<file path="src/rtl/ext_bus_wb_master_if.sv">
// ext_bus_wb_master_if: Wishbone signal bundle for ext_bus_wb_master.
//   master modport : drives wb_adr_o/wb_dat_o/wb_sel_o/wb_we_o/wb_cyc_o/wb_stb_o,
//                    receives wb_dat_i/wb_ack_i
//   slave modport  : the mirror image, for the conbus slot or a bench model
interface ext_bus_wb_master_if;
    logic [31:0] wb_adr_o;
    logic [31:0] wb_dat_o;
    logic [31:0] wb_dat_i;
    logic [3:0]  wb_sel_o;
    logic        wb_we_o;
    logic        wb_cyc_o;
    logic        wb_stb_o;
    logic        wb_ack_i;

    modport master (
        output wb_adr_o, wb_dat_o, wb_sel_o, wb_we_o, wb_cyc_o, wb_stb_o,
        input  wb_dat_i, wb_ack_i
    );

    modport slave (
        input  wb_adr_o, wb_dat_o, wb_sel_o, wb_we_o, wb_cyc_o, wb_stb_o,
        output wb_dat_i, wb_ack_i
    );
endinterface

</file>
<file path="src/rtl/ext_bus_wb_master.sv">
// ext_bus_wb_master: bridges an 8-bit asynchronous SRAM-style host bus onto a
// 32-bit Wishbone master. Each host byte write/read becomes one single-beat
// Wishbone cycle with big-endian byte lanes.
// Ports:
//   clk, reset           system clock, asynchronous active-high reset
//   bus_addr/bus_data_i  host byte address and write data (asynchronous)
//   bus_data_o/_oe       host read data and its drive enable for the pad tristate
//   bus_nwe/noe/ncs      host strobes, active-low (asynchronous)
//   wb                   Wishbone master signals (ext_bus_wb_master_if.master)
//   busy                 Wishbone cycle in progress
//   err                  sticky: timeout or overrun seen since reset
module ext_bus_wb_master #(
    parameter logic [31:0] base_addr = 32'h0000_0000,
    parameter int unsigned timeout   = 255
) (
    input  logic                       clk,
    input  logic                       reset,
    input  logic [12:0]                bus_addr,
    input  logic [7:0]                 bus_data_i,
    output logic [7:0]                 bus_data_o,
    output logic                       bus_data_oe,
    input  logic                       bus_nwe,
    input  logic                       bus_noe,
    input  logic                       bus_ncs,
    ext_bus_wb_master_if.master        wb,
    output logic                       busy,
    output logic                       err
);
    localparam int unsigned CW = $clog2(timeout + 1);

    typedef enum logic [1:0] {IDLE, WR, RD, HOLD} state_t;
    state_t state, state_next;

    // Synchronisers and matching two-stage pipeline for address/data
    logic [1:0]  ncs_sync, nwe_sync, noe_sync;
    logic        s_ncs, s_nwe, s_noe;
    logic        s_ncs_d, s_nwe_d, s_noe_d;
    logic [12:0] addr_p1, addr_p2;
    logic [7:0]  data_p1, data_p2;
    logic [2:0]  armed_sr;
    logic        armed;

    // Cycle state
    logic [CW-1:0] cnt;
    logic [31:0]   adr_q, dat_q;
    logic [3:0]    sel_q;
    logic [1:0]    lane_q;
    logic [7:0]    rd_byte;
    logic          wr_trig, rd_trig, to_hit, set_err;

    assign s_ncs = ncs_sync[1];
    assign s_nwe = nwe_sync[1];
    assign s_noe = noe_sync[1];

    // Edge detection only becomes valid once the delayed strobe copies hold
    // genuinely sampled pin values; until then a strobe already low at reset
    // release would look like a fresh edge against the reset value.
    assign armed = armed_sr[2];

    always_ff @(posedge clk or posedge reset) begin
        if (reset) begin
            ncs_sync <= '1;
            nwe_sync <= '1;
            noe_sync <= '1;
            s_ncs_d  <= 1'b1;
            s_nwe_d  <= 1'b1;
            s_noe_d  <= 1'b1;
            addr_p1  <= '0;
            addr_p2  <= '0;
            data_p1  <= '0;
            data_p2  <= '0;
            armed_sr <= '0;
        end else begin
            ncs_sync <= {ncs_sync[0], bus_ncs};
            nwe_sync <= {nwe_sync[0], bus_nwe};
            noe_sync <= {noe_sync[0], bus_noe};
            s_ncs_d  <= s_ncs;
            s_nwe_d  <= s_nwe;
            s_noe_d  <= s_noe;
            addr_p1  <= bus_addr;
            addr_p2  <= addr_p1;
            data_p1  <= bus_data_i;
            data_p2  <= data_p1;
            armed_sr <= {armed_sr[1:0], 1'b1};
        end
    end

    assign wr_trig = armed && s_nwe && !s_nwe_d && !s_ncs_d;
    assign rd_trig = armed && !s_noe && s_noe_d && !s_ncs;
    assign to_hit  = (cnt == CW'(timeout - 1));

    always_comb begin
        case (lane_q)
            2'd0:    rd_byte = wb.wb_dat_i[31:24];
            2'd1:    rd_byte = wb.wb_dat_i[23:16];
            2'd2:    rd_byte = wb.wb_dat_i[15:8];
            default: rd_byte = wb.wb_dat_i[7:0];
        endcase
    end

    // Next state, overrun/timeout flagging and decoded outputs
    always_comb begin
        state_next  = state;
        set_err     = 1'b0;
        busy        = 1'b0;
        wb.wb_cyc_o = 1'b0;
        wb.wb_stb_o = 1'b0;
        wb.wb_we_o  = 1'b0;
        bus_data_oe = 1'b0;
        unique case (state)
            IDLE: begin
                if (wr_trig) begin
                    state_next = WR;
                    set_err    = rd_trig;
                end else if (rd_trig) begin
                    state_next = RD;
                end
            end
            WR: begin
                busy        = 1'b1;
                wb.wb_cyc_o = 1'b1;
                wb.wb_stb_o = 1'b1;
                wb.wb_we_o  = 1'b1;
                set_err     = wr_trig || rd_trig;
                if (wb.wb_ack_i) begin
                    state_next = IDLE;
                end else if (to_hit) begin
                    state_next = IDLE;
                    set_err    = 1'b1;
                end
            end
            RD: begin
                busy        = 1'b1;
                wb.wb_cyc_o = 1'b1;
                wb.wb_stb_o = 1'b1;
                set_err     = wr_trig || rd_trig;
                if (wb.wb_ack_i) begin
                    state_next = HOLD;
                end else if (to_hit) begin
                    state_next = HOLD;
                    set_err    = 1'b1;
                end
            end
            HOLD: begin
                bus_data_oe = !s_noe && !s_ncs;
                set_err     = wr_trig || rd_trig;
                if (s_noe || s_ncs) begin
                    state_next = IDLE;
                end
            end
        endcase
    end

    always_ff @(posedge clk or posedge reset) begin
        if (reset) begin
            state      <= IDLE;
            cnt        <= '0;
            adr_q      <= '0;
            dat_q      <= '0;
            sel_q      <= '0;
            lane_q     <= '0;
            bus_data_o <= '0;
            err        <= 1'b0;
        end else begin
            state <= state_next;
            err   <= err | set_err;
            if (state == IDLE && (wr_trig || rd_trig)) begin
                cnt    <= '0;
                adr_q  <= base_addr | {19'b0, addr_p2[12:2], 2'b00};
                sel_q  <= 4'b1000 >> addr_p2[1:0];
                lane_q <= addr_p2[1:0];
                if (wr_trig) begin
                    dat_q <= {4{data_p2}};
                end
            end else if (busy) begin
                cnt <= cnt + CW'(1);
            end
            if (state == RD) begin
                if (wb.wb_ack_i) begin
                    bus_data_o <= rd_byte;
                end else if (to_hit) begin
                    bus_data_o <= 8'hFF;
                end
            end
        end
    end

    assign wb.wb_adr_o = adr_q;
    assign wb.wb_dat_o = dat_q;
    assign wb.wb_sel_o = sel_q;
endmodule

</file>
<file path="src/flat_wrapper.sv">
// flat-port wrapper written by rule: the top's interface ports become plain ports
module ext_bus_wb_master_flat 
#(
    parameter logic [31:0] base_addr = 32'h0000_0000,
    parameter int unsigned timeout   = 255
)
  (clk, reset, bus_addr, bus_data_i, bus_data_o, bus_data_oe, bus_nwe, bus_noe, bus_ncs, busy, err, wb_wb_adr_o, wb_wb_dat_o, wb_wb_sel_o, wb_wb_we_o, wb_wb_cyc_o, wb_wb_stb_o, wb_wb_dat_i, wb_wb_ack_i);
  ext_bus_wb_master_if wb_i ();
  input  logic clk;
  input  logic reset;
  input  logic [12:0] bus_addr;
  input  logic [7:0] bus_data_i;
  output logic [7:0] bus_data_o;
  output logic bus_data_oe;
  input  logic bus_nwe;
  input  logic bus_noe;
  input  logic bus_ncs;
  output logic busy;
  output logic err;
  output wire logic [$bits(wb_i.wb_adr_o)-1:0] wb_wb_adr_o;
  output wire logic [$bits(wb_i.wb_dat_o)-1:0] wb_wb_dat_o;
  output wire logic [$bits(wb_i.wb_sel_o)-1:0] wb_wb_sel_o;
  output wire logic [$bits(wb_i.wb_we_o)-1:0] wb_wb_we_o;
  output wire logic [$bits(wb_i.wb_cyc_o)-1:0] wb_wb_cyc_o;
  output wire logic [$bits(wb_i.wb_stb_o)-1:0] wb_wb_stb_o;
  input wire logic [$bits(wb_i.wb_dat_i)-1:0] wb_wb_dat_i;
  input wire logic [$bits(wb_i.wb_ack_i)-1:0] wb_wb_ack_i;
  assign wb_wb_adr_o = wb_i.wb_adr_o;
  assign wb_wb_dat_o = wb_i.wb_dat_o;
  assign wb_wb_sel_o = wb_i.wb_sel_o;
  assign wb_wb_we_o = wb_i.wb_we_o;
  assign wb_wb_cyc_o = wb_i.wb_cyc_o;
  assign wb_wb_stb_o = wb_i.wb_stb_o;
  assign wb_i.wb_dat_i = wb_wb_dat_i;
  assign wb_i.wb_ack_i = wb_wb_ack_i;
  ext_bus_wb_master #(.base_addr(base_addr), .timeout(timeout)) u_core (.clk(clk), .reset(reset), .bus_addr(bus_addr), .bus_data_i(bus_data_i), .bus_data_o(bus_data_o), .bus_data_oe(bus_data_oe), .bus_nwe(bus_nwe), .bus_noe(bus_noe), .bus_ncs(bus_ncs), .wb(wb_i), .busy(busy), .err(err));
endmodule
</file>
<file path="config.mk">
export PLATFORM = sky130hd
export DESIGN_NAME = ext_bus_wb_master_flat
export DESIGN_NICKNAME = d
export VERILOG_FILES = /design/src/rtl/ext_bus_wb_master_if.sv /design/src/rtl/ext_bus_wb_master.sv /design/src/flat_wrapper.sv
export SDC_FILE = /design/constraint.sdc
export NUM_CORES = 1
export LEC_CHECK = 0
export CAP_MARGIN = 10
export CORE_ASPECT_RATIO = 1.2
export CORE_MARGIN = 10
export CORE_UTILIZATION = 42
export DETAILED_ROUTE_END_ITERATION = 10
export HOLD_SLACK_MARGIN = 0.06
export PLACE_DENSITY = 0.87
export SLEW_MARGIN = 40
export SYNTH_ARGS = -nofsm -noshare
export SYNTH_HDL_FRONTEND = slang
export SYNTH_SLANG_ARGS = --single-unit
</file>
<file path="constraint.sdc">
create_clock -name clk -period 3.77 [get_ports clk]
set_clock_uncertainty 0.2 [all_clocks]
set_input_delay 0.754 -clock clk [delete_from_list [all_inputs] [get_ports clk]]
set_output_delay 0.754 -clock clk [all_outputs]
set_load 0.01 [all_outputs]
</file>
==> impl_metrics.env, run 1 <==
export IMPL_worst_path_cell_chain="inv_1 -> ha_1 -> clkdlybuf4s50_1"
export IMPL_ant_nets=0
export IMPL_netlist_instances=291
export IMPL_rsz0062_at_grt="no"
export IMPL_timing_final_max_slew_violations=0
export IMPL_cts_root_to_sink_buffers=2
export IMPL_antenna_found_initial=0
export IMPL_htree_levels=3
export IMPL_grt_overflow=0
export IMPL_count_of_yosys_warnings_during_synthesis=0
export IMPL_core_um2=8990
export IMPL_cell_types_occupying_the_most_area_after_synthesis="sky130_fd_sc_hd__dfrtp_1 (58%), sky130_fd_sc_hd__buf_4 (9.1%), sky130_fd_sc_hd__dfstp_2 (6.1%)"
export IMPL_post_synth_instance_area_um2=3860
export IMPL_switching_share_pct=31.9
export IMPL_row_count=38
export IMPL_ys_top_cells_by_count="sky130_fd_sc_hd__dfrtp_1 (89), sky130_fd_sc_hd__nand2_1 (51), sky130_fd_sc_hd__buf_4 (47), sky130_fd_sc_hd__mux2_1 (10), sky130_fd_sc_hd__nor2_1 (10)"
export IMPL_drt_wirelength_um=8710
export IMPL_nFillCells=709
export IMPL_longest_individual_stage_delay_on_the_worst_path_ps=610
export IMPL_p_per_area_nw_per_um2=729
export IMPL_cts_repair_resize_count=0
export IMPL_post_layout_total_power_mw=3.75
export IMPL_numCtsBuffers=9
export IMPL_die_area_um2=13400
export IMPL_first_pass_grt_wire_length_um=13800
export IMPL_worstMarginPinSlew_ps=637
export IMPL_timing_critical_path_depth=3
export IMPL_postCtsSetupRepairBufs=0
export IMPL_fin_nets=457
export IMPL_worst_path_top_cell_family_by_delay="buffers and inverters"
export IMPL_synth_largest_area_cell="sky130_fd_sc_hd__dfrtp_1"
export IMPL_fmax_mhz=341
export IMPL_clock_sinks=98
export IMPL_ff2ff_setup_slack_ps=1710
export IMPL_route_detailed_wl_per_inst_um=16.9
export IMPL_hp_class="flop to flop"
export IMPL_critPathCaptureType="output port"
export IMPL_hold_viol_final=0
export IMPL_setup_tns_final_ps=0
export IMPL_power_sequential_fraction_pct=40.5
export IMPL_maxSlewHeadroom_pct=57.4
export IMPL_cellInternalPower_mw=2.55
export IMPL_worstSetupPathType="flop to output port"
export IMPL_synth_main_ff_cell="sky130_fd_sc_hd__dfrtp_1"
export IMPL_status="completed"
export IMPL_route_detailed_vias_per_inst=4.59
export IMPL_drt_iter0_markers=99
export IMPL_dpl_worst_slack_ps=1200
export IMPL_drv_cap=0
export IMPL_synth_largest_type_area_fraction_pct=57.7
export IMPL_share_comb_of_total_power_pct=40.1
export IMPL_global_route_usage_total_pct=13.2
export IMPL_chipHeight_um=125
export IMPL_layoutNonFillerInstCount=516
export IMPL_synth_sequential_area_ratio_pct=63.8
export IMPL_crit_path_start_kind="flop"
export IMPL_postSynthRegisterBits=98
export IMPL_setup_slack_ps=833
export IMPL_cp_max_fo=11
export IMPL_slowest_library_cell_on_the_worst_path="sky130_fd_sc_hd__clkdlybuf4s50_1"
export IMPL_buffer_ports_inserted=119
export IMPL_cts_tree="done"
export IMPL_clkTransAtPathRegs_ps=90
export IMPL_timing_critical_path_buf_inv=2
export IMPL_cts_root_buf="sky130_fd_sc_hd__clkbuf_8"
export IMPL_gp_congestion=0.779
export IMPL_insertedDiodeCount=0
export IMPL_synth_cell_types=36
export IMPL_finalHoldWorstSlack_ps=148
export IMPL_worst_ep_arrival_time_ps=1980
export IMPL_grt_max_degree=67
export IMPL_switchingPower_mw=1.20
export IMPL_via_count=2367
export IMPL_setup_worst_path_start="u_core.state[0]$_DFFE_PP0P_"
export IMPL_synth_async_sr_flop_share_pct=100
export IMPL_first_drt_pass_iteration_count=4
export IMPL_ir_worst_vdd_v=0.000265
export IMPL_worst_r2r_cell_count=5
export IMPL_timing_final_crit_share_pct=77.9
export IMPL_finalSetupViolations=0
export IMPL_initial_utilization_pct=42.9
export IMPL_leakagePower_nw=2.25
export IMPL_hpwl_um=6770
export IMPL_floorplan_die_width_um=108
export IMPL_timing_critical_path_required_ps=2820
export IMPL_area_delta_synth_final_pct=33.3
export IMPL_fin_crit_ps=2940
export IMPL_place_detailed_instances=500
export IMPL_cts_hold_buffers_added=0
export IMPL_regToRegEndpoint="u_core.cnt[5]$_DFFE_PP0P_"
export IMPL_worstHoldStart="u_core.addr_p1[8]$_DFF_PP0_"
export IMPL_synth_enable_flop_cells=0
export IMPL_grt_pass1_vias=2587
export IMPL_worst_skew_pair_late_latency_ps=360
export IMPL_drc=0
export IMPL_timing_rr_start="u_core.state[0]$_DFFE_PP0P_"
export IMPL_p_clk_share_pct=19.4
export IMPL_drive_above_1_share_pct=10.9
export IMPL_yosysMostFrequentCell="sky130_fd_sc_hd__dfrtp_1"
export IMPL_io_pins=141
export IMPL_synth_area_per_inst_um2=13.3
export IMPL_worst_setup_path_endpoint="wb_wb_stb_o"
==> cells by family (layout without fill, tap and decap cells) <==
| group | after synthesis | after routing | synth area share, % |
|---|---|---|---|
| compound gates | 23 | 23 | 4.80 |
| other cells | 2 | 22 | 0.195 |
| xor+xnor | 5 | 5 | 1.13 |
| fa+ha+maj | 7 | 7 | 2.27 |
| flops | 98 | 98 | 63.8 |
| simple gates | 78 | 78 | 9.44 |
| mux | 19 | 19 | 7.85 |
| buf+inv | 59 | 144 | 10.5 |
==> registers in the layout, indices dropped and copies added (netlist names), 2 cells and up <==
signal,count
u_core.ncs_sync,2
u_core.bus_data_o,8
u_core.data_p2,8
u_core.cnt,8
u_core.noe_sync,2
u_core.wb.wb_dat_o,8
u_core.lane_q,2
u_core.nwe_sync,2
u_core.wb.wb_adr_o,11
u_core.armed_sr,3
u_core.addr_p1,13
u_core.wb.wb_sel_o,4
u_core.data_p1,8
u_core.state,2
u_core.addr_p2,13
==> power groups by stage <==
stage | Sequential [mW] | Clock, mW | Combinational, mW
after global routing | 1.56 | 0.792 | 1.63
after CTS | 1.52 | 0.752 | 1.53
after detailed placement | 1.54 | 0 | 1.52
after floorplan | 1.54 | 0 | 0.850
final | 1.52 | 0.729 | 1.50
after global placement | 1.52 | 0 | 1.48
==> per-stage QoR <==
step / util (%) / area (um^2)
after floorplan: - / 3930
after global placement: 54.7 / 4920
after detailed placement: 54.8 / 4930
after CTS: 57.2 / 5140
after global routing: 57.3 / 5140
final: 57.3 / 5140
==> worst min-delay path by stage <==
stage | endpoint | slack [ps] | cells after the start
6_report | u_core.addr_p2[8]$_DFF_PP0_ | 150 | 0
4_1_cts | u_core.addr_p2[8]$_DFF_PP0_ | 150 | 0
5_1_grt | u_core.addr_p2[1]$_DFF_PP0_ | 160 | 0
3_5_place_dp | u_core.addr_p2[9]$_DFF_PP0_ | 130 | 0
2_1_floorplan | u_core.addr_p2[0]$_DFF_PP0_ | 130 | 0
3_3_place_gp | u_core.addr_p2[1]$_DFF_PP0_ | 130 | 0
==> layout make-up <==
cell class / count / area [um^2] / area share (%)
sequential: 98 / 2460 / 47.9
clock buffer: 11 / 131 / 2.55
timing repair buffer: 122 / 1210 / 23.6
inverter: 6 / 27.5 / 0.535
clock inverter: 5 / 85.1 / 1.65
tap: 120 / 150 / 2.92
multi-input combinational: 154 / 1070 / 20.9
==> per-layer routing <==
layer | up-vias | GRT usage [%] | routed length, um
met5 | - | 0 | 0
met4 | 0 | 6.61 | 161
met3 | 13 | 3.08 | 475
met2 | 73 | 23.6 | 4780
met1 | 1181 | 13.9 | 3300
li1 | 1100 | - | -
==> worst register-to-register path, stage by stage (launching register included) <==
cell and delay [ps]:
sky130_fd_sc_hd__dfrtp_1 410, sky130_fd_sc_hd__inv_1 100, sky130_fd_sc_hd__ha_1 510, sky130_fd_sc_hd__nand4_1 270, sky130_fd_sc_hd__or3_1 360, sky130_fd_sc_hd__a21oi_1 150
==> cell usage in the layout, fill, tap and decap left out, types with 2 or more instances in the layout <==
master                              n
sky130_fd_sc_hd__clkbuf_1           2
sky130_fd_sc_hd__buf_4              3
sky130_fd_sc_hd__a31oi_1            3
sky130_fd_sc_hd__nand3_1            2
sky130_fd_sc_hd__or3_1              2
sky130_fd_sc_hd__nand4_1            4
sky130_fd_sc_hd__inv_1              5
sky130_fd_sc_hd__conb_1            22
sky130_fd_sc_hd__xor2_1             4
sky130_fd_sc_hd__a21oi_1            2
sky130_fd_sc_hd__clkbuf_8           9
sky130_fd_sc_hd__and4bb_2           2
sky130_fd_sc_hd__nor2_1            10
sky130_fd_sc_hd__mux2_1            10
sky130_fd_sc_hd__o22a_1             8
sky130_fd_sc_hd__nand3b_1           2
sky130_fd_sc_hd__mux4_2             8
sky130_fd_sc_hd__bufinv_16          2
sky130_fd_sc_hd__ha_1               7
sky130_fd_sc_hd__dfstp_2            9
sky130_fd_sc_hd__dfrtp_1           89
sky130_fd_sc_hd__clkdlybuf4s50_1  119
sky130_fd_sc_hd__inv_6              3
sky130_fd_sc_hd__nand2_1           51
sky130_fd_sc_hd__o21ai_0            3
No activity file was read; power rests on OpenSTA's default activity.
==> run 2, diff against run 1 <==
==> constraint.sdc (replaced) <==
create_clock -name clk -period 2.9 [get_ports clk]
set_clock_uncertainty 0.2 [all_clocks]
set_input_delay 0.58 -clock clk [delete_from_list [all_inputs] [get_ports clk]]
set_output_delay 0.58 -clock clk [all_outputs]
set_load 0.01 [all_outputs]
==> impl_metrics.env, run 2 (synthesis gave the netlist of run 1 again) <==
export IMPL_grt_overflow=0
export IMPL_worstSetupPathType="flop to output port"
export IMPL_setup_tns_final_ps=0
export IMPL_drive_above_1_share_pct=11.4
export IMPL_hp_class="flop to flop"
export IMPL_hpwl_um=6630
export IMPL_worst_path_top_cell_family_by_delay="buffers and inverters"
export IMPL_clock_sinks=98
export IMPL_numCtsBuffers=9
export IMPL_cts_root_buf="sky130_fd_sc_hd__clkbuf_8"
export IMPL_fin_crit_ps=2700
export IMPL_cp_max_fo=11
export IMPL_cts_hold_buffers_added=0
export IMPL_core_um2=8990
export IMPL_floorplan_die_width_um=108
export IMPL_drt_iter0_markers=138
export IMPL_area_delta_synth_final_pct=33.3
export IMPL_post_dp_cell_area_um2=4930
export IMPL_leakagePower_nw=2.24
export IMPL_layout_cells_most_common="sky130_fd_sc_hd__clkdlybuf4s50_1"
export IMPL_fmax_mhz=371
export IMPL_worst_path_cell_chain="inv_1 -> ha_2 -> clkdlybuf4s50_1"
export IMPL_drt_wirelength_um=8520
export IMPL_worst_ep_arrival_time_ps=1920
export IMPL_crit_path_start_kind="flop"
export IMPL_ir_worst_vdd_v=0.000413
export IMPL_first_drt_pass_iteration_count=4
export IMPL_drc=0
export IMPL_clkTransAtPathRegs_ps=90
export IMPL_row_count=38
export IMPL_via_count=2372
export IMPL_finalSetupViolations=0
export IMPL_longest_individual_stage_delay_on_the_worst_path_ps=580
export IMPL_grt_pass1_vias=2628
export IMPL_antenna_found_initial=0
export IMPL_timing_final_max_slew_violations=0
export IMPL_layout_core_utilization_pct=57.2
export IMPL_cts_tree="done"
export IMPL_drv_cap=0
export IMPL_postLayoutCellArea_um2=5140
export IMPL_insertedDiodeCount=0
export IMPL_critPathCaptureType="output port"
export IMPL_status="completed"
export IMPL_first_pass_grt_wire_length_um=13500
export IMPL_route_detailed_wl_per_inst_um=16.5
export IMPL_global_route_usage_total_pct=12.9
export IMPL_die_area_um2=13400
export IMPL_p_per_area_nw_per_um2=938
export IMPL_timing_critical_path_buf_inv=2
export IMPL_chipHeight_um=125
export IMPL_initial_utilization_pct=42.9
export IMPL_worst_skew_pair_late_latency_ps=360
export IMPL_postCtsSetupRepairBufs=0
export IMPL_ant_nets=0
export IMPL_gp_congestion=0.791
export IMPL_buffer_ports_inserted=119
export IMPL_route_detailed_vias_per_inst=4.60
export IMPL_grt_max_degree=63
export IMPL_layout_cells_most_common_list="sky130_fd_sc_hd__clkdlybuf4s50_1 (119), sky130_fd_sc_hd__dfrtp_1 (89), sky130_fd_sc_hd__nand2_1 (51), sky130_fd_sc_hd__conb_1 (22)"
export IMPL_worstMarginPinSlew_ps=521
export IMPL_hold_viol_final=0
export IMPL_htree_levels=3
export IMPL_io_pins=141
export IMPL_slowest_library_cell_on_the_worst_path="sky130_fd_sc_hd__clkdlybuf4s50_1"
export IMPL_timing_hold_worst_path_depth=0
export IMPL_rsz0062_at_grt="no"
export IMPL_timing_critical_path_required_ps=2120
export IMPL_timing_final_crit_share_pct=93.0
export IMPL_fin_nets=457
export IMPL_worst_r2r_cell_count=5
export IMPL_timing_critical_path_depth=3
export IMPL_maxSlewHeadroom_pct=65.2
export IMPL_cts_root_to_sink_buffers=2
run 2: cell count changes in the layout (fill, tap and decap cells not counted):
cell | previous run | this run
sky130_fd_sc_hd__clkbuf_8 | 9 | 10
sky130_fd_sc_hd__bufinv_16 | 2 | 1
sky130_fd_sc_hd__clkinv_2 | 0 | 1
sky130_fd_sc_hd__ha_1 | 7 | 6
sky130_fd_sc_hd__buf_4 | 3 | 2
sky130_fd_sc_hd__clkinvlp_4 | 1 | 2
sky130_fd_sc_hd__buf_12 | 0 | 1
sky130_fd_sc_hd__inv_6 | 3 | 2
sky130_fd_sc_hd__ha_2 | 0 | 1
sky130_fd_sc_hd__clkbuf_1 | 2 | 1
run 2: layout make-up:
| type | instances | area (um^2) |
|---|---|---|
| multi-input cells | 154 | 1080 |
| well taps | 120 | 150 |
| fillers | 698 | 3840 |
| repair buffers | 122 | 1230 |
| flip-flops and latches | 98 | 2460 |
| inverters | 6 | 26.3 |
| clock inverters | 5 | 60.1 |
| clock buffers | 11 | 141 |
run 2: worst paths after layout:
kind                       slack (ps)                            to                    startpoint
max                               200                          busy   u_core.state[0]$_DFFE_PP0P_
min                               150  u_core.addr_p2[12]$_DFF_PP0_  u_core.addr_p1[12]$_DFF_PP0_
max reg2reg                       890     u_core.cnt[5]$_DFFE_PP0P_   u_core.state[0]$_DFFE_PP0P_
min reg2reg                       150  u_core.addr_p2[12]$_DFF_PP0_  u_core.addr_p1[12]$_DFF_PP0_
max in group asynchronous        1420  u_core.noe_sync[1]$_DFF_PP1_                         reset
min in group asynchronous         390  u_core.addr_p2[12]$_DFF_PP0_                         reset
run 2: timing repair:
item	in CTS	in global routing
endpoints found under the setup margin	0	3
hold endpoints to repair	0	0
gates resized for setup	0	1
run 2: power by group:
part	total [mW]	switching (mW)	leakage, nW	internal, mW
Clock	0.887	0.460	0.100	0.427
Sequential	1.97	0.284	1.16	1.69
Combinational	1.96	0.816	0.980	1.15
Total	4.82	1.56	2.24	3.26
run 2: metal layers:
metal / global-route usage (%) / up-vias / wire (um)
li1: - / 1102 / -
met1: 13.4 / 1171 / 3230
met2: 22.7 / 87 / 4530
met3: 4.06 / 12 / 551
met4: 6.61 / 0 / 208
met5: 0 / - / 0
run 2: metrics by stage:
step | power [mW] | worst slack, ps | instances | hold slack, ps
after floorplan | 3.11 | 966 | 311 | 131
after global placement | 3.91 | 573 | 500 | 131
after detailed placement | 3.99 | 487 | 500 | 135
after CTS | 4.89 | 74.2 | 516 | 156
after global routing | 5.13 | 61.3 | 516 | 162
final | 4.82 | 202 | 516 | 154
==> run 3, diff against run 2 <==
==> constraint.sdc (replaced) <==
create_clock -name clk -period 2.9 [get_ports clk]
set_clock_uncertainty 0.2 [all_clocks]
set_input_delay 0.58 -clock clk [delete_from_list [all_inputs] [get_ports clk]]
set_output_delay 0.58 -clock clk [all_outputs]
set_load 0.05 [all_outputs]
==> impl_metrics.env, run 3 (synthesis gave the netlist of run 1 again) <==
export IMPL_first_drt_pass_iteration_count=6
export IMPL_timing_hold_worst_path_depth=0
export IMPL_leakagePower_nw=2.26
export IMPL_worst_skew_pair_late_latency_ps=350
export IMPL_ant_nets=0
export IMPL_layoutNonFillerInstCount=515
export IMPL_drive_above_1_share_pct=12.2
export IMPL_initial_utilization_pct=42.9
export IMPL_die_area_um2=13400
export IMPL_grt_pass1_vias=2540
export IMPL_slowest_library_cell_on_the_worst_path="sky130_fd_sc_hd__clkdlybuf4s50_1"
export IMPL_timing_final_crit_share_pct=92.2
export IMPL_cp_max_fo=4
export IMPL_cts_tree="done"
export IMPL_critPathCaptureType="output port"
export IMPL_setup_slack_ps=226
export IMPL_numCtsBuffers=9
export IMPL_crit_path_start_kind="flop"
export IMPL_hold_viol_final=0
export IMPL_layout_cells_most_common="sky130_fd_sc_hd__clkdlybuf4s50_1"
export IMPL_cts_hold_buffers_added=0
export IMPL_worstMarginPinSlew_ps=669
export IMPL_global_route_usage_total_pct=12.9
export IMPL_layout_core_utilization_pct=57.2
export IMPL_ir_worst_vdd_v=0.000686
export IMPL_fin_nets=457
export IMPL_cts_root_buf="sky130_fd_sc_hd__clkbuf_8"
export IMPL_route_detailed_vias_per_inst=4.55
export IMPL_drt_iter0_markers=90
export IMPL_fin_crit_ps=2670
export IMPL_drt_wirelength_um=8640
export IMPL_status="completed"
export IMPL_timing_critical_path_required_ps=2120
export IMPL_longest_individual_stage_delay_on_the_worst_path_ps=810
export IMPL_post_layout_total_power_mw=6.21
export IMPL_antenna_found_initial=0
export IMPL_p_per_area_nw_per_um2=1210
export IMPL_floorplan_die_width_um=108
export IMPL_finalSetupViolations=0
export IMPL_grt_max_degree=61
export IMPL_maxSlewHeadroom_pct=55.1
export IMPL_setup_worst_path_start="u_core.state[1]$_DFFE_PP0P_"
export IMPL_row_count=38
export IMPL_worst_ep_arrival_time_ps=1890
export IMPL_clock_sinks=98
export IMPL_timing_final_max_slew_violations=0
export IMPL_hp_class="flop to flop"
export IMPL_worstSetupPathType="flop to output port"
export IMPL_worstHoldStart="u_core.addr_p1[2]$_DFF_PP0_"
export IMPL_clkTransAtPathRegs_ps=90
export IMPL_worst_path_cell_chain="inv_1 -> ha_1 -> clkdlybuf4s50_1"
export IMPL_layout_cells_most_common_list="sky130_fd_sc_hd__clkdlybuf4s50_1 (115), sky130_fd_sc_hd__dfrtp_1 (89), sky130_fd_sc_hd__nand2_1 (51), sky130_fd_sc_hd__conb_1 (22)"
export IMPL_drv_cap=0
export IMPL_htree_levels=3
export IMPL_setup_tns_final_ps=0
export IMPL_cts_root_to_sink_buffers=2
export IMPL_worst_r2r_cell_count=5
export IMPL_first_pass_grt_wire_length_um=13600
export IMPL_timing_critical_path_buf_inv=2
export IMPL_cts_repair_resize_count=0
export IMPL_route_detailed_wl_per_inst_um=16.8
export IMPL_core_um2=8990
export IMPL_grt_overflow=0
export IMPL_io_pins=141
export IMPL_place_detailed_instances=500
export IMPL_postCtsSetupRepairBufs=0
export IMPL_drc=0
export IMPL_timing_critical_path_depth=3
export IMPL_gp_congestion=0.780
export IMPL_dpl_worst_slack_ps=612
export IMPL_chipHeight_um=125
export IMPL_worst_path_top_cell_family_by_delay="buffers and inverters"
export IMPL_timing_rr_start="u_core.state[1]$_DFFE_PP0P_"
export IMPL_rsz0062_at_grt="no"
export IMPL_fmax_mhz=374
export IMPL_via_count=2341
export IMPL_buffer_ports_inserted=119
export IMPL_insertedDiodeCount=0
export IMPL_area_delta_synth_final_pct=33.2
export IMPL_hpwl_um=6720
==> run 3: changes by cell type in the layout (fill, tap and decap cells not counted), sizes merged, moves of 2 or more <==
cell / before / now
buf: 3 / 7
clkdlybuf4s50: 119 / 115
clkinv: 1 / 3
inv: 7 / 5
==> run 3: routing by layer <==
layer	vias to the layer above	routed length [um]	track usage (%)
li1	1099	-	-
met1	1152	3310	13.7
met2	80	4670	23.0
met3	10	477	3.39
met4	0	178	6.06
met5	-	0	0
==> run 3: worst register-to-register path, delay by kind of cell, from the launching register on <==
family | cells | cell delay [ps]
compound gates | 1 | 150
buf+inv | 1 | 110
simple gates | 2 | 650
flops | 1 | 410
fa+ha+maj | 1 | 550
==> run 3: layout make-up <==
type                       count  area (um^2)
multi-input combinational    154         1070
sequential                    98         2460
clock buffer                  10          138
inverter                       6         26.3
tap                          120          150
timing repair buffer         122         1220
fill                         688         3850
clock inverter                 5         78.8
==> run 3: metrics by stage <==
step / area [um^2] / hold WS (ps)
6_report: 5140 / 145
5_1_grt: 5140 / 156
4_1_cts: 5140 / 147
3_5_place_dp: 4920 / 135
3_3_place_gp: 4920 / 131
2_1_floorplan: 3940 / 131
==> run 3: worst paths after layout <==
kind | endpoint | slack, ps
worst max-delay path | wb_wb_we_o | 230
worst min-delay path | u_core.addr_p2[2]$_DFF_PP0_ | 140
worst max register to register | u_core.cnt[5]$_DFFE_PP0P_ | 760
worst min register to register | u_core.addr_p2[2]$_DFF_PP0_ | 140
max in group asynchronous | u_core.nwe_sync[1]$_DFF_PP1_ | 1420
min in group asynchronous | u_core.wb.wb_adr_o[6]$_DFFE_PP0P_ | 390
==> run 3: where the power goes <==
part           total, mW  internal (mW)  switching, mW
Combinational       3.29           1.12           2.18
Sequential          1.98           1.69          0.293
Clock              0.936          0.503          0.433
Total               6.21           3.31           2.90
